===== config.mk =====
export PLATFORM = sky130hd
export DESIGN_NAME = regfile_ctrl
export DESIGN_NICKNAME = d
export VERILOG_FILES = /design/src/rtl/regfile_ctrl.sv
export SDC_FILE = /design/constraint.sdc
export NUM_CORES = 1
export LEC_CHECK = 0
export CORE_AREA = 10 10 111 113
export DETAILED_ROUTE_END_ITERATION = 12
export DIE_AREA = 0 0 121 123
export PLACE_DENSITY = 0.9
export SETUP_SLACK_MARGIN = 0.15
export SLEW_MARGIN = 20
export SYNTH_ARGS = -nofsm -noshare
export SYNTH_HDL_FRONTEND = slang
export SYNTH_SLANG_ARGS = --single-unit

===== constraint.sdc =====
create_clock -name clk -period 6.8 [get_ports clk]
set_input_delay 0.68 -clock clk [delete_from_list [all_inputs] [get_ports clk]]
set_output_delay 0.68 -clock clk [all_outputs]
set_load 0.03 [all_outputs]

===== src/rtl/regfile_ctrl.sv =====
// -----------------------------------------------------------------------------
// regfile_ctrl
//   Command sequencer for an external 8 x 32 register file. A command
//   (op, addr_a, addr_b, data_in) is latched when start is seen in IDLE. It is
//   executed over k EXEC cycles, which drive the register-file read/write
//   strobes, and then reported with a one-cycle done pulse.
//
// Ports
//   clk, reset_n          clock, asynchronous active-low reset
//   start, op             command request (IDLE only) and command code
//   addr_a, addr_b        register addresses a / b
//   data_in               write / fill data
//   busy, done, err       EXEC flag, completion pulse, illegal-op pulse
//   data_out              registered result of READ / SWAP
//   rf_wAddr/rf_wData/rf_we   register-file write port
//   rf_rAddr/rf_re/rf_rData   register-file read port (rf_rData combinational)
// -----------------------------------------------------------------------------
module regfile_ctrl (
  input  logic        clk,
  input  logic        reset_n,
  input  logic        start,
  input  logic [2:0]  op,
  input  logic [2:0]  addr_a,
  input  logic [2:0]  addr_b,
  input  logic [31:0] data_in,
  output logic        busy,
  output logic        done,
  output logic        err,
  output logic [31:0] data_out,
  output logic [2:0]  rf_wAddr,
  output logic [2:0]  rf_rAddr,
  output logic [31:0] rf_wData,
  output logic        rf_we,
  output logic        rf_re,
  input  logic [31:0] rf_rData
);

  typedef enum logic [1:0] {IDLE, EXEC, DONE} state_e;

  typedef enum logic [2:0] {
    OP_NOP   = 3'b000,
    OP_READ  = 3'b001,
    OP_WRITE = 3'b010,
    OP_COPY  = 3'b011,
    OP_SWAP  = 3'b100,
    OP_CLEAR = 3'b101,
    OP_FILL  = 3'b110,
    OP_ILL   = 3'b111
  } op_e;

  state_e      state_q, state_d;
  op_e         op_q, op_d;
  logic [2:0]  a_q, a_d;
  logic [2:0]  b_q, b_d;
  logic [31:0] din_q, din_d;
  logic [2:0]  cnt_q, cnt_d;     // SWAP phase or CLEAR/FILL write address
  logic [31:0] temp_q, temp_d;   // original R[a] held across a SWAP
  logic [31:0] dout_q, dout_d;

  always_ff @(posedge clk or negedge reset_n) begin
    if (!reset_n) begin
      state_q <= IDLE;
      op_q    <= OP_NOP;
      a_q     <= '0;
      b_q     <= '0;
      din_q   <= '0;
      cnt_q   <= '0;
      temp_q  <= '0;
      dout_q  <= '0;
    end else begin
      state_q <= state_d;
      op_q    <= op_d;
      a_q     <= a_d;
      b_q     <= b_d;
      din_q   <= din_d;
      cnt_q   <= cnt_d;
      temp_q  <= temp_d;
      dout_q  <= dout_d;
    end
  end

  always_comb begin
    state_d  = state_q;
    op_d     = op_q;
    a_d      = a_q;
    b_d      = b_q;
    din_d    = din_q;
    cnt_d    = cnt_q;
    temp_d   = temp_q;
    dout_d   = dout_q;
    busy     = 1'b0;
    done     = 1'b0;
    err      = 1'b0;
    rf_we    = 1'b0;
    rf_re    = 1'b0;
    rf_wAddr = '0;
    rf_rAddr = '0;
    rf_wData = '0;

    unique case (state_q)
      IDLE: begin
        if (start) begin
          op_d  = op_e'(op);
          a_d   = addr_a;
          b_d   = addr_b;
          din_d = data_in;
          cnt_d = '0;
          // Zero-length commands skip EXEC entirely.
          if (op_e'(op) == OP_NOP || op_e'(op) == OP_ILL) state_d = DONE;
          else                                            state_d = EXEC;
        end
      end

      EXEC: begin
        busy = 1'b1;
        unique case (op_q)
          OP_READ: begin
            rf_re    = 1'b1;
            rf_rAddr = a_q;
            dout_d   = rf_rData;
            state_d  = DONE;
          end
          OP_WRITE: begin
            rf_we    = 1'b1;
            rf_wAddr = a_q;
            rf_wData = din_q;
            state_d  = DONE;
          end
          OP_COPY: begin
            rf_re    = 1'b1;
            rf_rAddr = a_q;
            rf_we    = 1'b1;
            rf_wAddr = b_q;
            rf_wData = rf_rData;
            state_d  = DONE;
          end
          OP_SWAP: begin
            unique case (cnt_q)
              3'd0: begin
                rf_re    = 1'b1;
                rf_rAddr = a_q;
                temp_d   = rf_rData;
                dout_d   = rf_rData;
                cnt_d    = 3'd1;
              end
              3'd1: begin
                rf_re    = 1'b1;
                rf_rAddr = b_q;
                rf_we    = 1'b1;
                rf_wAddr = a_q;
                rf_wData = rf_rData;
                cnt_d    = 3'd2;
              end
              default: begin
                rf_we    = 1'b1;
                rf_wAddr = b_q;
                rf_wData = temp_q;
                cnt_d    = '0;
                state_d  = DONE;
              end
            endcase
          end
          OP_CLEAR, OP_FILL: begin
            rf_we    = 1'b1;
            rf_wAddr = cnt_q;
            rf_wData = (op_q == OP_FILL) ? din_q : '0;
            // Counter wraps 7 -> 0 on the final write, leaving it ready.
            cnt_d    = cnt_q + 3'd1;
            if (cnt_q == 3'd7) state_d = DONE;
          end
          default: state_d = DONE;
        endcase
      end

      DONE: begin
        done    = 1'b1;
        err     = (op_q == OP_ILL);
        state_d = IDLE;
      end

      default: state_d = IDLE;
    endcase
  end

  assign data_out = dout_q;

endmodule


==> results by group, run 1 <==
Run status
  – Outcome: finished, final reports clean

Global route
  – First-pass GRT wire length: roughly 23,000 um
  – Grt total ovfl: 0
  – Global Route Usage Sum: 18.92%
  – Largest net degree at the start of global routing: ~60
  – Antenna violations before repair: 0
  – Vias in the first global route: 4,202

Timing
  – Fin crit period: about 4300 ps
  – Final Hold Viols: 0
  – RSZ-0062 raised after global routing: no
  – Hold slack: 329.5 ps
  – Final Max Slew Viols: 0
  – Slew Limit Headroom: 31.93%
  – F_max: roughly 230 MHz
  – Worst Tran Pin Value: between 1000 and 1500 ps
  – Fin Clk Skew: between 10 and 15 ps
  – Final setup viols: 0
  – Fin crit share: a little over three fifths
  – Total negative setup slack: 0 ps

Finish
  – Post-route cell area: between 0.006 and 0.007 sq mm
  – Number of fill cells: between 700 and 800
  – Synth-to-Final Area Change: 35.59%
  – Nets: 611
  – Layout cells sized above 1: about a quarter
  – Fin util: 67.94%
  – Diodes inserted: 0

Job
  – Maxcap violations: 0

Power
  – Peak supply drop: 233.4 uV
  – Sw frac: about two fifths
  – Flop pwr share: between 30% and 40%
  – Switch Pwr: approximately 1.2 mW
  – Combinational Power Share: 49.1%
  – Cell-internal power: between 1.5 and 2 mW
  – Lkg Pwr: roughly 2.7 nW
  – Clock power frac: approximately 13%
  – PD cells: 462.6 mW/mm^2

Route
  – DRT Pass-1 Iters: 5
  – Total number of vias: 3,890
  – Post-route ant nets: 0
  – DR vias/cell: slightly below 6
  – Drt first-iter violations: approximately 420
  – DRC violations left: 0
  – WL final: roughly 14,000 um
  – DR WL/cell: 20.85 um

Worst setup path
  – Largest stage delay on the critical path: between 700 and 800 ps
  – Arrival @ worst endpoint: between 3000 and 4000 ps
  – Crit Path Max Fanout: 32
  – Slowest library cell on the worst path: o22ai_4
  – Crit Path Class: flop to primary output
  – Launch point of the worst path: cnt_q[1]$_DFFE_PN0P_
  – Path depth of the worst reg2reg path: 3
  – FF-to-FF Start: op_q[2]$_DFFE_PN0P_
  – Critical path, cell by cell: inv_1 > ha_1 > or3b_2 > o22ai_4 > a222oi_1 > nor2_1 > clkdlybuf4s50_1
  – Setup crit end: rf_wData[27]
  – Startpoint types: flop
  – Worst EP required: approximately 6000 ps
  – Reg2Reg Setup Slack: between 3000 and 4000 ps
  – Critical Path Sink Type: primary output
  – FF-to-FF End: temp_q[14]$_DFFE_PN0P_

Clocking
  – Hold buffer count at cts: 0
  – Clock transition at the registers of the reported paths: roughly 100 ps
  – CTS Buffer Depth: 2
  – Root buf cell: clkbuf_8
  – Clock Sinks: 110
  – Post-CTS sizing: 0
  – H-tree depth: 3
  – Post-CTS setup buffers: 0
  – TritonCTS clock tree: yes
  – Clock latency on the worst-skew pair: ~360 ps
  – Number of buffers created by CTS: 9

Yosys
  – Yosys warns: 0
  – #FFs+latches synth: 110
  – Mapped Cells: slightly below 400
  – Synth area leader: dfrtp_1
  – Synth area leaders: dfrtp_1, mux2_2, a222oi_1
  – Area share of the largest cell type after synthesis: 54.19%
  – Synth Net Count: between 400 and 500
  – Synth Flop Type: dfrtp_1
  – Register area share after synthesis: ~54%
  – Netlist cell types: 39
  – Area of the mapped netlist: 0.005080 sq mm
  – Number of enable flip-flop cells after synthesis: 0
  – Synth async-reset ratio: between 90% and 100%
  – Avg Cell Area, Syn: approximately 13 sq um

Place
  – IO buf count: 150
  – Detailed placement HPWL: roughly 10000 um
  – Area after DPL: 0.006681 sq mm
  – RePlAce Congestion: 0.9703

Floorplanning
  – Die X: between 100 and 150 um
  – Rows: 37
  – IO Count: about 150
  – Die area: roughly 0.015 sq mm
  – Initial Util: 50.10%
  – Die Ht: ~120 um
  – Core area: 0.01014 sq mm

Worst hold path
  – Hold WC Path Type: input pin to asynchronous set/reset pin
-- critical path: cells and delay by family (launching register included) --
family | cells | cell delay (ps)
DFF | 1 | 490
AOI/OAI and AO/OA | 2 | 1020
adders and majority gates | 1 | 210
buffers and inverters | 2 | 820
and+or+nand+nor | 2 | 710
-- worst min path at each step --
stage,to,from,slack [ps],depth (start not counted)
2_1_floorplan,a_q[0]$_DFFE_PN0P_,reset_n,380,0
3_3_place_gp,data_out[3]$_DFFE_PN0P_,data_out[3]$_DFFE_PN0P_,470,1
3_5_place_dp,data_out[3]$_DFFE_PN0P_,data_out[3]$_DFFE_PN0P_,490,1
4_1_cts,a_q[2]$_DFFE_PN0P_,reset_n,340,1
5_1_grt,op_q[2]$_DFFE_PN0P_,reset_n,370,1
6_report,a_q[2]$_DFFE_PN0P_,reset_n,330,1
-- cells in the mapped netlist, drive strengths merged (2+ instances only) --
master and n:
a31oi 2, nor2 42, nor3b 2, nand2 4, a222oi 32, nand3 4
nand3b 2, nor2b 9, a22o 6, or3b 2, a22oi 3, nand2b 3
o22ai 2, ha 4, or3 2, o211ai 2, clkbuf 24, inv 3
a221oi 2, mux2 105, o21ai 7, a21oi 5, buf 7, dfrtp 110
-- metrics by stage --
stage	worst slack (ps)	std cells	power, mW
floorplan	3762	395	2.204
global placement	2993	656	2.728
detailed placement	2936	656	2.788
CTS	2516	671	3.204
global route	2341	671	3.381
finish	2515	671	3.186
-- kinds of logic (layout without fill, tap and decap cells) --
group	Yosys count	after routing	synth area share, %
flops	110	110	54.19
xor+xnor	1	1	0.1724
mux	105	105	23.65
simple gates	76	76	7.241
compound gates	64	64	10.64
buf+inv	35	175	3.128
fa+ha+maj	4	4	0.9853
-- flip-flops by register name, summed over array words and instances (netlist names) --
| signal | cells |
|---|---|
| data_out | 32 |
| din_q | 32 |
| temp_q | 32 |
| a_q | 3 |
| b_q | 3 |
| cnt_q | 3 |
| op_q | 3 |
| state_q | 2 |
-- power groups by stage --
stage          logic (mW)  clock network (mW)  registers [mW]
6_report             1.56               0.408            1.21
5_1_grt              1.68               0.447            1.26
4_1_cts              1.57               0.419            1.21
3_5_place_dp         1.57                   0            1.22
3_3_place_gp         1.53                   0            1.20
2_1_floorplan       0.868                   0            1.34
-- layout make-up --
class,count,area [sq um],area share [%]
clock inverters,4,55.05,0.7993
inverters,4,15.01,0.2180
multi-input cells,250,2200,31.93
flip-flops and latches,110,2753,39.96
repair buffers,156,1544,22.42
well taps,136,170.2,2.470
clock buffers,11,151.4,2.198
-- per-layer routing --
| metal | part of all wire [%] | global-route usage, % | vias up |
|---|---|---|---|
| met5 | 0 | 0 | - |
| met4 | 1.3 | 5.958 | 0 |
| met3 | 9.1 | 6.335 | 14 |
| met2 | 50 | 32.21 | 155 |
| met1 | 39 | 22.16 | 1974 |
| li1 | - | - | 1747 |
-- placed cells by master (no fill, tap or decap), types with 5 or more instances in the layout --
| cell | synthesis | layout |
|---|---|---|
| dfrtp_1 | 110 | 110 |
| o21ai_0 | 7 | 7 |
| nor2_1 | 42 | 41 |
| mux2_4 | 5 | 5 |
| buf_4 | 0 | 7 |
| mux2_2 | 98 | 98 |
| clkbuf_8 | 0 | 11 |
| a22o_1 | 6 | 6 |
| clkdlybuf4s50_1 | 0 | 149 |
| nor2b_1 | 9 | 8 |
| a21oi_1 | 5 | 5 |
| a222oi_1 | 32 | 32 |
Power figures use the tool's default switching activity.
==> run 2, diff against run 1 <==
--- a/config.mk
+++ b/config.mk
@@ -5,10 +5,10 @@
 export SDC_FILE = /design/constraint.sdc
 export NUM_CORES = 1
 export LEC_CHECK = 0
-export CORE_AREA = 10 10 111 113
+export CORE_AREA = 10 10 115 117
 export DETAILED_ROUTE_END_ITERATION = 12
-export DIE_AREA = 0 0 121 123
-export PLACE_DENSITY = 0.9
+export DIE_AREA = 0 0 125 127
+export PLACE_DENSITY = 0.84
 export SETUP_SLACK_MARGIN = 0.15
 export SLEW_MARGIN = 20
 export SYNTH_ARGS = -nofsm -noshare
==> constraint.sdc (replaced) <==
create_clock -name clk -period 4.4 [get_ports clk]
set_input_delay 0.44 -clock clk [delete_from_list [all_inputs] [get_ports clk]]
set_output_delay 0.44 -clock clk [all_outputs]
set_load 0.03 [all_outputs]
==> run 2 against run 1 <==
Final area increased by 1.5%. Register-to-register slack lost 2300 ps. Die area grew 6.7%. First-iteration DRC count decreased by 15%. Largest cell class unchanged. Sequential share of layout area decreased by 0.57 points. Clock skew down 3.9 ps. Clock power increased by 96%.
==> results by group, run 2 (same netlist as run 1, synthesis figures left out) <==
Clocking
  – Clock transition at the registers of the reported paths: 70 ps (was 100 ps)
  – Clock Sinks: 110 (unchanged)
  – Post-CTS setup buffers: 0 (unchanged)
  – CTS Buffer Depth: 2 (unchanged)
  – Clock latency on the worst-skew pair: 350 ps (was 360 ps)
  – Hold buffer count at cts: 0 (unchanged)
  – Post-CTS sizing: 0 (unchanged)
  – Number of buffers created by CTS: 9 (unchanged)
  – H-tree depth: 3 (unchanged)
  – Root buf cell: clkbuf_16 (was clkbuf_8)
  – TritonCTS clock tree: yes (unchanged)

Timing
  – Final Max Slew Viols: 0 (unchanged)
  – Final Hold Viols: 0 (unchanged)
  – Total negative setup slack: 0 ps (unchanged)
  – Setup ws final: 884.7 ps (was 2515 ps)
  – Fin crit share: about four fifths
  – Worst Tran Pin Value: 820.9 ps (was 1021 ps)
  – RSZ-0062 raised after global routing: no (unchanged)
  – Final setup viols: 0 (unchanged)
  – Hold slack: 169.1 ps (was 329.5 ps)
  – Fin crit period: about 3500 ps
  – F_max: roughly 280 MHz
  – Slew Limit Headroom: 45.28% (was 31.93%)
  – Fin Clk Skew: 7.363 ps (was 11.25 ps)

Floorplanning
  – Die X: 125 um (was 121 um)
  – Rows: 39 (was 37)
  – Die area: 0.01588 sq mm (was 0.01488 sq mm)
  – Core area: 0.01113 sq mm (was 0.01014 sq mm)
  – Initial Util: 45.66% (was 50.10%)
  – Die Ht: 127 um (was 123 um)
  – IO Count: 151 (unchanged)

Finish
  – Layout cells sized above 1: 24.86% (about the same)
  – Post-route cell area: 0.006988 sq mm (was 0.006888 sq mm)
  – Number of fill cells: 867 (was 730)
  – Fin util: 62.81% (was 67.94%)
  – Final cell count without fillers: 682 (was 671)
  – Most frequent cells in the layout: clkdlybuf4s50_1, dfrtp_1, mux2_2 (unchanged)
  – Diodes inserted: 0 (unchanged)
  – Synth-to-Final Area Change: 37.56% (was 35.59%)
  – Nets: 615 (was 611)
  – Most common cell after layout, fill and taps aside: clkdlybuf4s50_1 (unchanged)

Power
  – PD cells: 729.4 mW/mm^2 (was 462.6 mW/mm^2)
  – Peak supply drop: 411.1 uV (was 233.4 uV)
  – Total power: 5.097 mW (was 3.186 mW)
  – Lkg Pwr: 2.781 nW (was 2.725 nW)

Global route
  – Grt total ovfl: 0 (unchanged)
  – Largest net degree at the start of global routing: 64 (was 61)
  – Antenna violations before repair: 0 (unchanged)
  – First-pass GRT wire length: 23,110 um (was 22,740 um)
  – Vias in the first global route: 4,306 (was 4,202)
  – Global Route Usage Sum: 17.76% (was 18.92%)

Worst setup path
  – Crit Path Class: flop to primary output (unchanged)
  – Arrival @ worst endpoint: 3080 ps (was 3610 ps)
  – Slowest library cell on the worst path: clkdlybuf4s50_1 (was o22ai_4)
  – Crit Path Max Fanout: 15 (was 32)
  – Startpoint types: flop (unchanged)
  – Critical path, cell by cell: inv_1 > ha_1 > or3b_2 > o22ai_2 > buf_4 > a222oi_1 > nor2_1 > clkdlybuf4s50_1 (was inv_1 > ha_1 > or3b_2 > o22ai_4 > a222oi_1 > nor2_1 > clkdlybuf4s50_1)
  – Worst EP required: 3960 ps (was 6120 ps)
  – Largest stage delay on the critical path: 720 ps (was 790 ps)
  – Critical Path Sink Type: primary output (unchanged)

Route
  – DRC violations left: 0 (unchanged)
  – DRT Pass-1 Iters: 8 (was 5)
  – DR WL/cell: 20.88 um (was 20.85 um)
  – DR vias/cell: 5.733 (was 5.797)
  – Total number of vias: 3,910 (was 3,890)
  – Drt first-iter violations: 353 (was 417)
  – WL final: 14,240 um (was 13,990 um)
  – Post-route ant nets: 0 (unchanged)

Place
  – Worst slack, placed: 1261 ps (was 2936 ps)
  – RePlAce Congestion: 0.8315 (was 0.9703)
  – Detailed placement HPWL: 10,170 um (was 9995 um)
  – Area after DPL: 0.006708 sq mm (was 0.006681 sq mm)
  – IO buf count: 150 (unchanged)
  – Total placed cells including tap cells: 667 (was 656)

Run status
  – Outcome: finished, final reports clean (unchanged)

Job
  – Maxcap violations: 0 (unchanged)

Worst hold path
  – Hold WC Path Type: input pin to asynchronous set/reset pin (unchanged)
==> run 2: routing by layer <==
layer / up-vias / part of all wire [%] / global-route usage (%)
li1: 1763 / - / -
met1: 1986 / 40 / 19.67
met2: 146 / 51 / 31.41
met3: 15 / 7.4 / 6.038
met4: 0 / 1.4 / 5.827
met5: - / 0 / 0
==> run 2: report_power, final <==
part | leakage (nW) | internal [mW] | switching, mW
clock network | 0.137 | 0.440 | 0.358
registers | 1.29 | 1.52 | 0.359
logic | 1.35 | 1.20 | 1.22
==> run 2: layout make-up <==
type	count	area, sq um	share of cell area [%]
Clock buffer	12	236.5	3.384
Clock inverter	3	43.79	0.6267
Sequential cell	110	2753	39.39
Multi-Input combinational cell	250	2187	31.30
Timing Repair Buffer	160	1574	22.52
Inverter	4	15.01	0.2149
Tap cell	143	178.9	2.560
==> run 2: critical path, delay by kind of cell, from the launching register on <==
kind / cells / cell delay [ps]
flip-flops: 1 / 490
adder cells (fa/ha/maj): 1 / 210
buffers and inverters: 3 / 1090
AND/OR/NAND/NOR: 2 / 640
AO/OA/AOI/OAI: 2 / 290
==> run 2: final timing paths <==
check,from,end,slack (ps),cells after the start
max,cnt_q[1]$_DFFE_PN0P_,rf_wData[10],880,8
min,reset_n,op_q[0]$_DFFE_PN0P_,170,1
max reg2reg,op_q[2]$_DFFE_PN0P_,temp_q[28]$_DFFE_PN0P_,1640,3
min reg2reg,data_out[5]$_DFFE_PN0P_,data_out[5]$_DFFE_PN0P_,500,1
max in group asynchronous,reset_n,temp_q[15]$_DFFE_PN0P_,3120,2
min in group clk,data_out[5]$_DFFE_PN0P_,data_out[5]$_DFFE_PN0P_,500,1
